[src/rtl/ternary_neuron_acc.sv]
// Ternary neuron accumulator: sums signed per-chunk popcount deltas and thresholds to {+1,0,-1}.
// Optional feature macro: TNN_ACC_SAT_EN (saturating accumulator with sticky out_sat flag).
module ternary_neuron_acc #(
   parameter int NUM_BEATS = 4,
   parameter int ACC_W     = 8,
   parameter int TH_HI     = 3,
   parameter int TH_LO     = -3
) (
   input  logic             clk,
   input  logic             rst,
   input  logic             in_valid,
   output logic             in_ready,
   input  logic [3:0]       in_pos,
   input  logic [3:0]       in_neg,
   output logic             out_valid,
   input  logic             out_ready,
   output logic [1:0]       out_act,
   output logic [ACC_W-1:0] out_sum,
   output logic             out_sat
);

   localparam int CW = (NUM_BEATS > 1) ? $clog2(NUM_BEATS) : 1;
   localparam logic [CW-1:0] LAST = CW'(NUM_BEATS - 1);
   localparam logic signed [ACC_W-1:0] HI = ACC_W'(TH_HI);
   localparam logic signed [ACC_W-1:0] LO = ACC_W'(TH_LO);

   if (TH_LO >= TH_HI) begin : g_th_chk
      $error("ternary_neuron_acc: TH_LO must be below TH_HI");
   end
   if (NUM_BEATS < 1) begin : g_nb_chk
      $error("ternary_neuron_acc: NUM_BEATS must be at least 1");
   end
   if (ACC_W < 5) begin : g_w_chk
      $error("ternary_neuron_acc: ACC_W must be at least 5");
   end

   typedef enum logic {S_ACC, S_OUT} state_t;

   state_t                  state;
   logic signed [ACC_W-1:0] acc;
   logic [CW-1:0]           cnt;
   logic [4:0]              delta;
   logic signed [ACC_W:0]   wide;
   logic signed [ACC_W-1:0] nxt;
   logic                    nxt_sat;

   assign delta = {1'b0, in_pos} - {1'b0, in_neg};
   // One guard bit exposes overflow of the ACC_W-bit sum
   assign wide  = {acc[ACC_W-1], acc} + {{(ACC_W-4){delta[4]}}, delta};

`ifdef TNN_ACC_SAT_EN
   logic ovf;
   logic sat_q;

   assign ovf = wide[ACC_W] ^ wide[ACC_W-1];

   always_comb begin
      nxt = wide[ACC_W-1:0];
      if (ovf)
         nxt = wide[ACC_W] ? {1'b1, {(ACC_W-1){1'b0}}}
                           : {1'b0, {(ACC_W-1){1'b1}}};
   end
   assign nxt_sat = sat_q | ovf;
`else
   assign nxt     = wide[ACC_W-1:0];
   assign nxt_sat = 1'b0;
`endif

   function automatic logic [1:0] act_of(input logic signed [ACC_W-1:0] s);
      if (s >= HI)      return 2'b01;
      else if (s <= LO) return 2'b11;
      else              return 2'b00;
   endfunction

   assign in_ready  = (state == S_ACC);
   assign out_valid = (state == S_OUT);

   always_ff @(posedge clk) begin
      if (rst) begin
         state   <= S_ACC;
         acc     <= '0;
         cnt     <= '0;
         out_act <= 2'b00;
         out_sum <= '0;
         out_sat <= 1'b0;
`ifdef TNN_ACC_SAT_EN
         sat_q   <= 1'b0;
`endif
      end else begin
         unique case (state)
            S_ACC: begin
               if (in_valid) begin
                  acc <= nxt;
`ifdef TNN_ACC_SAT_EN
                  sat_q <= nxt_sat;
`endif
                  if (cnt == LAST) begin
                     out_sum <= nxt;
                     out_act <= act_of(nxt);
                     out_sat <= nxt_sat;
                     state   <= S_OUT;
                  end else begin
                     cnt <= cnt + 1'b1;
                  end
               end
            end
            S_OUT: begin
               if (out_ready) begin
                  acc     <= '0;
                  cnt     <= '0;
                  out_sat <= 1'b0;
`ifdef TNN_ACC_SAT_EN
                  sat_q   <= 1'b0;
`endif
                  state   <= S_ACC;
               end
            end
            default: state <= S_ACC;
         endcase
      end
   end

endmodule

[config.mk]
export PLATFORM = sky130hd
export DESIGN_NAME = ternary_neuron_acc
export DESIGN_NICKNAME = d
export VERILOG_FILES = /design/src/rtl/ternary_neuron_acc.sv
export SDC_FILE = /design/constraint.sdc
export NUM_CORES = 1
export LEC_CHECK = 0
export CAP_MARGIN = 30
export CORE_MARGIN = 2
export CORE_UTILIZATION = 51
export DETAILED_ROUTE_END_ITERATION = 8
export PLACE_DENSITY = 0.8
export SLEW_MARGIN = 20
export SYNTH_ARGS = -nofsm -noshare
export SYNTH_HDL_FRONTEND = slang
export SYNTH_SLANG_ARGS = --single-unit
[constraint.sdc]
create_clock -name clk -period 4.4 [get_ports clk]
set_input_delay 1.32 -clock clk [delete_from_list [all_inputs] [get_ports clk]]
set_output_delay 1.32 -clock clk [all_outputs]
set_load 0.1 [all_outputs]
## Word-level counts from Yosys, hierarchy flattened

Cells that the tools add are included.

| cells by class | value |
|---|---|
| $add $sub $neg | 3 |
| magnitude comparators | 2 |
| equality and inequality tests | 5 |
| mux-type cells | 17 |
| bitwise operators | 1 |
| reductions and logical operators | 4 |

Operators by type and width:

| cell | count |
|---|---|
| 2-to-1 mux 8 bit | 2 |
| case mux 8 bit (2 select lines) | 1 |
| 2-to-1 mux 2 bit | 5 |
| AND reduction 3 bit | 3 |
| adder 8 x 5 -> 8 bit | 1 |
| greater-or-equal comparator 8 x 3 -> 1 bit (second input constant) | 1 |
| less-or-equal comparator 8 x 3 -> 1 bit (second input constant) | 1 |
| 2-to-1 mux 1 bit | 6 |
| inequality test 2 bit (second input constant) | 3 |
| subtractor 4 x 4 -> 5 bit | 1 |
| case mux 1 bit (2 select lines) | 2 |
| case mux 2 bit (2 select lines) | 1 |
| adder 2 x 1 -> 2 bit (second input constant) | 1 |
| equality test 2 bit (second input constant) | 1 |
| inequality test 2 x 1 -> 1 bit (second input constant) | 1 |
| AND reduction 2 bit | 1 |
| NOT 1 bit | 1 |

| storage, ports and cells | value |
|---|---|
| flip-flop bits (word level) | 22 |
| bits of input ports | 12 |
| output and inout bits | 13 |
| logic and storage cells | 38 |

## Longest topological paths before layout

| depth | value |
|---|---|
| depth after elaboration | 5 |
| mapped depth | 13 |
| mapped depth without buffers | 13 |

## Worst setup path after synthesis

Ideal clock, no wire load.

| path | value |
|---|---|
| kind | input -> register |
| from | input in_pos[0] |
| to | register out_act[0] |
| setup time | 0.074 ns |
| data arrival time | 3.686 ns |
| required time | 4.326 ns |
| slack | 0.639 ns |
| stages on the path | 12 |
| buffers on the path | 0 |
| path through | inv_1 ha_1 fa_1 nand2b_1 o2bb2ai_1 ha_1 a2111oi_2 o21ai_1 o21ai_2 xnor2_1 a311o_1 a31oi_1 |

| on the way | value |
|---|---|
| cells in the longest elaborated chain, start to end | 5 |
| elaborated cells between the ends (all ways) | 6 |
| classes of those cells | 2 x add/sub; 2 x order compare; 2 x mux |

Ends and longest elaborated chain:

| what | line | source |
|---|---|---|
| from (decl) | 13 | `input logic [3:0] in_pos,` |
| subtractor 4 x 4 -> 5 bit * | 47 | `assign delta = {1'b0, in_pos} - {1'b0, in_neg};` |
| adder 8 x 5 -> 8 bit * | 49 | `assign wide = {acc[ACC_W-1], acc} + {{(ACC_W-4){delta[4]}}, delta};` |
| less-or-equal comparator 8 x 3 -> 1 bit | 71 | `else if (s <= LO) return 2'b11;` |
| 2-to-1 mux 2 bit | 71 |  |
| 2-to-1 mux 2 bit * | 70 | `if (s >= HI) return 2'b01;` |
| to (signal assigned) | 99 | `out_act <= act_of(nxt);` |
| to (decl) | 17 | `output logic [1:0] out_act,` |

Every way passes the cells marked *; elsewhere a longest branch is shown, timed or not.
A chain may end at the register's enable or synchronous reset.

## Worst setup path in the final report

Ends and elaborated chain as after synthesis.

==> flow_metrics.tcl <==
set metrics [dict create \
    final.setup.worst_slack_ns 0.272 \
    delay_of_the_slowest_critical_path_stage_ns 0.46 \
    antenna_cells_inserted 0 \
    detail_route.first_pass.iterations 4 \
    preCtsSetupSlack_ns -0.0192 \
    cellPowerDensity_mw_per_mm2 389 \
    slew_viol_final 0 \
    grt_pass1_vias 1059 \
    synth_mux_area_share_pct 0 \
    final_period_demand_of_the_worst_path_ns 4.13 \
    finalClockSkew_ns 0.00240 \
    worst_setup_path_start_kind "input pin" \
    synth_common_cells "sky130_fd_sc_hd__nand2_1, sky130_fd_sc_hd__dfxtp_1, sky130_fd_sc_hd__nor2_1" \
    avgViaCountPerCell 5.56 \
    post_synth_instance_area_mm2 0.00128 \
    synth_edf_count 0 \
    synthCells 155 \
    yosysSeqAreaShare_pct 32.8 \
    synth_top_family_by_area "compound AO/OA/AOI/OAI gates" \
    design.portCount 25 \
    via_count 1173 \
    leading_cell_types_by_total_area_after_synthesis "sky130_fd_sc_hd__dfxtp_1, sky130_fd_sc_hd__ha_1, sky130_fd_sc_hd__nand2_1" \
    die_height_um 54.1 \
    synth_warnings 0 \
    synth-compound-area-share_pct 22.9 \
    power.static_leakage_nw 0.640 \
    worst-slew-pin-transition_ns 0.969 \
    cts_root_buffer "sky130_fd_sc_hd__clkbuf_4" \
    crit_family "compound AO/OA/AOI/OAI gates" \
    min_period_over_period_pct 93.8 \
    yosysTopAreaCellShare_pct 32.8 \
    signal_arrival_time_at_the_worst_endpoint_ns 4.29 \
    syn-mean-instance-area_um2 8.27 \
    clock-sinks 21 \
    power.total_mw 0.616 \
    hpwl_mm 2.18 \
    fp.dieW_um 54.1 \
    drive_above_1_share_pct 6.63 \
    cp_num_buf_inv 2 \
    endpoint_kind "flip-flop" \
    synthMostInstantiatedCell "sky130_fd_sc_hd__nand2_1" \
    core.rowCount 18 \
    cp_slowest_cell "sky130_fd_sc_hd__clkdlybuf4s50_1" \
    clkSlewWorstSetupHoldPaths_ns 0.11 \
    post_cts_buffers 0 \
    globalRouteOverflowTotal 0 \
    detail_route.wirelength_mm 2.77 \
    tritoncts_clock_tree "yes" \
    clk_path_buf_depth 2 \
    number_of_nets_in_the_final_layout 209 \
    antenna_left 0 \
    fillerInstances 223 \
    flow.area_growth_from_synthesis_pct 23.5 \
    crit_path_max_fanout 6 \
    outcome "completed" \
    port_buffers 23 \
    synth_ff_type "sky130_fd_sc_hd__dfxtp_1" \
    final-hold-violation-count 0 \
    synth_simple_gate_area_share_pct 17.1 \
    synth-async-reset-ratio_pct 0 \
    gp_congestion 0.911 \
    worst_min_path_class "reg -> reg" \
    synth_cell_types 37 \
    synth-adder-area-share_pct 15.8 \
    cts_htree_levels 1 \
    synth_xor_area_share_pct 6.15 \
    drt-initial-drc-count 30 \
    setup_viol_count_final 0 \
    core_area_mm2 0.00243 \
    grt_first_pass_wirelength_mm 4.57 \
    avgRoutedWirePerCell_um 13.1 \
    drc 0 \
    design.die.area_mm2 0.00293 \
    path_common_cell "sky130_fd_sc_hd__ha_1" \
    rsz0062_at_grt "false" \
    postCtsResizedCells 0 \
    clock.fmax_ghz 0.242 \
    crit_path_cell_trace "clkdlybuf4s50_1 -> inv_1 -> ha_1 -> fa_1 -> nand2b_1 -> o2bb2ai_1 -> ha_1 -> nand2_1 -> a211oi_1 -> a41oi_1 -> o2111ai_1 -> o311ai_0 -> a31oi_1" \
    cts_inserted_buffers 3 \
    clock_latency_ns 0.30 \
    mappedNetlistNets 182 \
    yosys_register_bits 21 \
    maximum_number_of_pins_on_one_net_before_global_route_repair 22 \
    initial_antenna_violation_count 0 \
    grtUsageTotal_pct 21.6 \
    postCtsHoldBufs 0 \
    irDropWorstVdd_mv 0.246 \
    critical_path_start_end_classification "in -> reg" \
    worst_ep_required_time_ns 4.57 \
    max_slew_margin_pct 35.2 \
    max_cap_violations 0 \
    initial_core_util_pct 52.7 \
    yosysTopAreaCell "sky130_fd_sc_hd__dfxtp_1" \
]
==> state kept, by name, indices dropped and copies added, names as in the netlist <==
name       count
out_act        2
acc            8
out_sum        8
cnt            2
out_valid      1
==> layout make-up <==
type / instances / area [um^2] / area share (%)
multi-input combinational: 118 / 798 / 50.4
sequential: 21 / 420 / 26.5
timing repair buffer: 27 / 260 / 16.4
inverter: 11 / 41.3 / 2.61
tap: 30 / 37.5 / 2.37
clock buffer: 4 / 26.3 / 1.66
==> path summary, 6_finish.rpt <==
check	startpoint	to	slack, ns	cells past startpoint
hold reg to reg	out_sum[4]$_SDFFE_PP0P_	out_sum[4]$_SDFFE_PP0P_	0.46	2
hold / removal	out_sum[4]$_SDFFE_PP0P_	out_sum[4]$_SDFFE_PP0P_	0.46	2
setup reg to reg	acc[0]$_SDFFE_PP0P_	out_act[0]$_SDFFE_PP0P_	2.03	8
setup / recovery	in_pos[0]	out_act[0]$_SDFFE_PP0P_	0.27	13
==> per-layer routing <==
layer	vias up	part of all wire (%)	track usage, %
met5	-	0	0
met4	0	0.43	5.00
met3	2	4.6	5.00
met2	31	50	38.0
met1	545	45	26.4
li1	595	-	-
==> through the flow <==
stage | utilization, % | cells | instance area (um^2) | TNS [ns] | hold WS (ns)
after global routing | 65.1 | 211 | 1580 | 0 | 0.485
after CTS | 65.1 | 211 | 1580 | 0 | 0.463
after detailed placement | 64.0 | 207 | 1560 | -0.0192 | 0.447
after floorplan | - | 155 | 1280 | 0 | 0.458
after global placement | 64.0 | 207 | 1560 | 0 | 0.446
final | 65.1 | 211 | 1580 | 0 | 0.462
==> kinds of logic after synthesis <==
group | count (synthesis)
other cells | 1
compound gates | 42
xor+xnor | 9
fa+ha+maj | 15
flops | 21
simple gates | 51
buf+inv | 16
==> cell usage in the layout (no fill, tap or decap), drive strengths merged, types with 4 or more instances in the layout <==
| master | instances |
|---|---|
| clkdlybuf4s50 | 23 |
| nand2 | 22 |
| dfxtp | 21 |
| nor2 | 19 |
| a21oi | 17 |
| ha | 13 |
| inv | 11 |
| a22oi | 8 |
| xnor2 | 5 |
| xor2 | 4 |
| buf | 4 |
| clkbuf | 4 |
| o21ai | 4 |
==> tightest hold or removal path, stage by stage, from the launching register on <==
cell,delay (ns)
sky130_fd_sc_hd__dfxtp_1,0.33
sky130_fd_sc_hd__nand2_1,0.05
sky130_fd_sc_hd__a21oi_1,0.05
==> power breakdown <==
| group | internal [mW] | switching, mW |
|---|---|---|
| Sequential | 0.208 | 0.0130 |
| Combinational | 0.130 | 0.173 |
| Clock | 0.0354 | 0.0563 |
Power figures use the tool's default switching activity.
